File: src/rtl/instr_fetch_unit.sv
// instr_fetch_unit: accepts word-indexed PCs, issues one outstanding
// instruction-memory read at a time (req/gnt/rvalid), and buffers returned
// words with their PCs in a small FIFO toward decode. Flush discards both
// buffered entries and the in-flight response.
// Optional feature: define FETCH_BYPASS_EN to forward a response straight to
// decode in the cycle it arrives when the FIFO is empty.
module instr_fetch_unit #(
    parameter int DEPTH = 2,
    parameter int XLEN  = 32
) (
    input  logic            clk,
    input  logic            reset,
    input  logic [XLEN-1:0] pc_in,
    input  logic            pc_valid,
    output logic            pc_ready,
    output logic            imem_req,
    output logic [XLEN-1:0] imem_addr,
    input  logic            imem_gnt,
    input  logic            imem_rvalid,
    input  logic [XLEN-1:0] imem_rdata,
    input  logic            flush,
    output logic            inst_valid,
    input  logic            inst_ready,
    output logic [XLEN-1:0] inst_data,
    output logic [XLEN-1:0] inst_pc
);

    localparam int PTR_W = $clog2(DEPTH);
    localparam int CNT_W = PTR_W + 1;
    localparam logic [CNT_W-1:0] DEPTH_C = CNT_W'(DEPTH);

    typedef enum logic [1:0] {
        IDLE = 2'd0,
        REQ  = 2'd1,
        WAIT = 2'd2
    } state_t;

    state_t            r_state;
    logic [XLEN-1:0]   r_pend_pc;
    logic              r_drop;

    logic [XLEN-1:0]   r_mem_data [DEPTH];
    logic [XLEN-1:0]   r_mem_pc   [DEPTH];
    logic [PTR_W-1:0]  r_wptr;
    logic [PTR_W-1:0]  r_rptr;
    logic [CNT_W-1:0]  r_count;

    logic              w_accept;
    logic              w_rsp_ok;
    logic              w_fifo_valid;
    logic              w_bypass;
    logic              w_push;
    logic              w_pop;

    // Handshake and response qualification; a response is usable only when
    // it belongs to a fetch that was not flushed and no flush is happening now.
    assign pc_ready     = (r_state == IDLE) && !flush && (r_count < DEPTH_C);
    assign w_accept     = pc_valid && pc_ready;
    assign w_rsp_ok     = (r_state == WAIT) && imem_rvalid && !r_drop && !flush;
    assign w_fifo_valid = (r_count != '0);
    assign w_pop        = w_fifo_valid && inst_ready;

`ifdef FETCH_BYPASS_EN
    assign w_bypass   = w_rsp_ok && !w_fifo_valid;
    assign w_push     = w_rsp_ok && !(w_bypass && inst_ready);
    assign inst_valid = w_fifo_valid || w_bypass;
    assign inst_data  = w_bypass ? imem_rdata : r_mem_data[r_rptr];
    assign inst_pc    = w_bypass ? r_pend_pc  : r_mem_pc[r_rptr];
`else
    assign w_bypass   = 1'b0;
    assign w_push     = w_rsp_ok && !w_bypass;
    assign inst_valid = w_fifo_valid;
    assign inst_data  = r_mem_data[r_rptr];
    assign inst_pc    = r_mem_pc[r_rptr];
`endif

    // Fetch FSM: one outstanding request, request held until granted even
    // across a flush; the drop flag marks the in-flight response as stale.
    always_ff @(posedge clk or negedge reset) begin
        if (!reset) begin
            r_state   <= IDLE;
            r_pend_pc <= '0;
            r_drop    <= 1'b0;
            imem_req  <= 1'b0;
            imem_addr <= '0;
        end else begin
            case (r_state)
                IDLE: begin
                    if (w_accept) begin
                        imem_addr <= pc_in;
                        r_pend_pc <= pc_in;
                        imem_req  <= 1'b1;
                        r_state   <= REQ;
                    end
                end
                REQ: begin
                    if (flush) begin
                        r_drop <= 1'b1;
                    end
                    if (imem_gnt) begin
                        imem_req <= 1'b0;
                        r_state  <= WAIT;
                    end
                end
                WAIT: begin
                    if (imem_rvalid) begin
                        r_drop  <= 1'b0;
                        r_state <= IDLE;
                    end else if (flush) begin
                        r_drop <= 1'b1;
                    end
                end
                default: begin
                    r_state  <= IDLE;
                    r_drop   <= 1'b0;
                    imem_req <= 1'b0;
                end
            endcase
        end
    end

    // Instruction FIFO: flush empties it outright and overrides any push/pop.
    always_ff @(posedge clk or negedge reset) begin
        if (!reset) begin
            r_wptr  <= '0;
            r_rptr  <= '0;
            r_count <= '0;
            for (int i = 0; i < DEPTH; i++) begin
                r_mem_data[i] <= '0;
                r_mem_pc[i]   <= '0;
            end
        end else if (flush) begin
            r_wptr  <= '0;
            r_rptr  <= '0;
            r_count <= '0;
        end else begin
            if (w_push) begin
                r_mem_data[r_wptr] <= imem_rdata;
                r_mem_pc[r_wptr]   <= r_pend_pc;
                r_wptr             <= r_wptr + 1'b1;
            end
            if (w_pop) begin
                r_rptr <= r_rptr + 1'b1;
            end
            case ({w_push, w_pop})
                2'b10:   r_count <= r_count + 1'b1;
                2'b01:   r_count <= r_count - 1'b1;
                default: r_count <= r_count;
            endcase
        end
    end

endmodule

File: config.mk
export PLATFORM = sky130hd
export DESIGN_NAME = instr_fetch_unit
export DESIGN_NICKNAME = d
export VERILOG_FILES = /design/src/rtl/instr_fetch_unit.sv
export SDC_FILE = /design/constraint.sdc
export NUM_CORES = 1
export LEC_CHECK = 0
export BUFFER_PORTS_ARGS = -buffer_cell sky130_fd_sc_hd__buf_2
export CAP_MARGIN = 20
export CORE_MARGIN = 2
export CORE_UTILIZATION = 40
export DETAILED_ROUTE_END_ITERATION = 7
export HOLD_SLACK_MARGIN = 0.1
export PLACE_DENSITY = 0.7
export SETUP_SLACK_MARGIN = 0.5
export SYNTH_ARGS = -nofsm -noshare
export SYNTH_HDL_FRONTEND = slang
export SYNTH_SLANG_ARGS = --single-unit
File: constraint.sdc
create_clock -name clk -period 2.4 [get_ports clk]
set_input_delay 0.24 -clock clk [delete_from_list [all_inputs] [get_ports clk]]
set_output_delay 0.24 -clock clk [all_outputs]
set_load 0.01 [all_outputs]
==> results_dict.tcl <==
set metrics [dict create \
    status "completed" \
    clock_latency_ns 0.42 \
    syn_area_per_cell_um2 16.4 \
    placed_area_um2 8590 \
    cp.required_ns 2.70 \
    whs_ns 0.159 \
    overflow 0 \
    skew_ns 0.00576 \
    cts_tree "done" \
    r2r_cells 7 \
    syn_inst 458 \
    p_clk_share_pct 24.7 \
    finalMaxSlewViolations 0 \
    path_max_fanout 10 \
    tightest_slew_ns 0.497 \
    track_usage_pct 17.0 \
    max_stage_delay_ns 0.44 \
    p_leak_uw 0.00506 \
    setup_violations 0 \
    detail-route-antenna-nets 0 \
    regToRegStartpoint "r_state[0]" \
    placed_cells 847 \
    core_region_area_um2 18500 \
    ir_drop_v 0.000667 \
    p_sw_share_pct 29.8 \
    reg2reg_setup_slack_ns 0.53 \
    final_nets 789 \
    whs_endpoint "r_wptr" \
    clock_sinks 168 \
    grt_max_degree 52 \
    drcViolationCount 0 \
    cts_inserted_buffers 17 \
    max_slew_margin_pct 66.9 \
    num_io_pins 170 \
    yosysWarningCount 0 \
    arrival_ns 2.17 \
    setup-tns-final_ns 0 \
    grt_setup_unrepaired "true" \
    dp_hpwl_um 9860 \
    synth_edf_count 0 \
    min-delay-start "flush" \
    dr.pass1.iters 4 \
    intPower_uw 8080 \
    vias 4691 \
    cp-start-kind "flip-flop" \
    syn_area_um2 7490 \
    instances_no_fill 959 \
    grt_pass1_vias 5200 \
    final_area_um2 10100 \
    dr.first_iter.drc_count 177 \
    routed_via_density 4.89 \
    start_util_pct 40.5 \
    antenna_found_initial 0 \
    path_buf_inv 3 \
    crit_path_end_kind "flip-flop" \
    path_clk_slew_ns 0.06 \
    cpLargestDelayFamily "simple AND/OR/NAND/NOR gates" \
    whs_path_depth 2 \
    cts_buffer_depth 2 \
    die_h_um 141 \
    combPwrFrac_pct 34.5 \
    diodes 0 \
    async_reset_ff_share_pct 100 \
    path_depth 7 \
    ys_seq_area_share_pct 56.1 \
    n_fill_cell 1491 \
    seqPwrFrac_pct 40.8 \
    post-route-min-period_ns 1.87 \
    drive_gt1_share_pct 63.2 \
    ys_types 29 \
    rows 50 \
    power_density_nw_per_um2 1140 \
    dominantRegCellSynth "dfrtp_1" \
    cts_max_level 4 \
    r2r-end "r_mem_data[7]" \
    final-hold-violation-count 0 \
    maxCapViolCount 0 \
    routabilityCongestion 0.765 \
    slowest_stage "or3b_4" \
    syn_nets 534 \
    startpoint "r_state[0]" \
    die-area_um2 19800 \
    routedWlPerCell_um 17.1 \
    place_ws_ns 0.430 \
    cp_cell_sequence "inv_2 > ha_4 > nand3b_4 > or3b_4 > buf_6 > buf_16 > mux2_4" \
    cts-root-buf "clkbuf_16" \
    max_freq_mhz 534 \
    ys_ff_latch 168 \
    portBuffers 169 \
    p_sw_uw 3430 \
    multi_input_area_um2 3080 \
    routed_wl_um 16400 \
    finalCritPeriodShare_pct 78.0 \
    fin_ws_ns 0.528 \
    die_w_um 141 \
    crit_type "flip-flop to flip-flop" \
    seq_area_um2 4210 \
    grt_pass1_wl_um 26500 \
    min_path_type "primary input to flip-flop" \
    syn_to_final_growth_pct 35.3 \
]
[registers in the layout (all words and copies together), names as in the netlist]
signal / cells
imem_req: 1
r_mem_pc: 64
r_count: 2
r_mem_data: 64
r_drop: 1
r_pend_pc: 32
r_rptr: 1
r_wptr: 1
r_state: 2
[cell usage after synthesis, types with 2 or more instances]
cell type    n  area, µm²
a21oi_1      3       15.0
buf_12       6        120
buf_2        9       45.0
buf_6        2       22.5
clkbuf_1     7       26.3
dfrtp_1    168       4200
ha_1         5       62.6
inv_1        4       15.0
mux2_1       6       67.6
mux2_2     161       1810
mux2_4      60        901
nor2_1       4       15.0
nor2b_1      4       25.0
o21ai_0      3       15.0
xor2_1       2       17.5
[worst reg2reg max path: stages, from the launching register on]
cell and delay (ns):
dfrtp_1 0.38, inv_2 0.08, ha_4 0.14, nand3b_4 0.08
or3b_4 0.44, buf_6 0.16, buf_16 0.15, mux2_4 0.32
[worst max-delay path by stage]
stage,slack [ns],to
2_1_floorplan,0.48,r_pend_pc[12]
3_3_place_gp,0.49,r_mem_data[20]
3_5_place_dp,0.43,r_mem_data[7]
4_1_cts,0.50,inst_pc[7]
5_1_grt,0.47,r_state[0]
6_report,0.53,r_mem_data[7]
[cells by family after synthesis]
family,Yosys count,share of synthesized area (%)
muxes,227,37.1
DFF,168,56.1
buffers and inverters,29,3.16
and+or+nand+nor,17,1.69
AOI/OAI and AO/OA,10,0.885
adders and majority gates,5,0.835
xor gates and xnor gates,2,0.234
[power groups by stage]
stage                     registers [µW]  logic, µW  clock network [µW]
final                               4690       3970                2840
after global routing                4850       4300                3060
after CTS                           4690       3970                2910
after detailed placement            4730       3790                   0
after global placement              4640       3690                   0
after floorplan                     4660       2400                   0
[area by class of cell]
type,count,share of cell area (%)
clock buffer,24,4.85
timing repair buffer,261,19.1
inverter,4,0.148
sequential,168,41.5
clock inverter,7,1.15
multi-input combinational,261,30.4
tap,234,2.89
[metrics by stage]
step                      total power, µW  util (%)
after CTS                           11600      54.2
after floorplan                      7060         -
after detailed placement             8530      46.4
final                               11500      54.8
after global placement               8330      46.4
after global routing                12200      54.8
[routing by layer]
layer | global-route usage, % | part of all wire [%] | vias up
li1 | - | - | 2145
met3 | 5.23 | 4.4 | 15
met4 | 4.32 | 0.98 | 0
met2 | 29.1 | 50 | 114
met1 | 21.0 | 44 | 2417
met5 | 0 | 0 | -
[what timing repair did]
item,CTS,global route
setup endpoints to repair,185,116
hold endpoints to repair,144,0
buffers inserted,9,1
resized for setup,11,10
pin swaps,1,1
cloned,3,3
hold buffers,65,0
[layout by cell type (no fill, tap or decap), types with 4 or more instances in the layout]
cell	Yosys	final
dlygate4sd3_1	0	65
dfrtp_1	168	167
clkbuf_16	0	19
buf_12	6	6
nor2b_1	4	4
nor2_1	4	4
buf_2	9	168
mux2_4	60	60
buf_8	0	4
mux2_2	161	161
clkbuf_8	0	4
mux2_1	6	6
buf_4	1	9
Note: power is estimated with default switching activity, not from simulation.
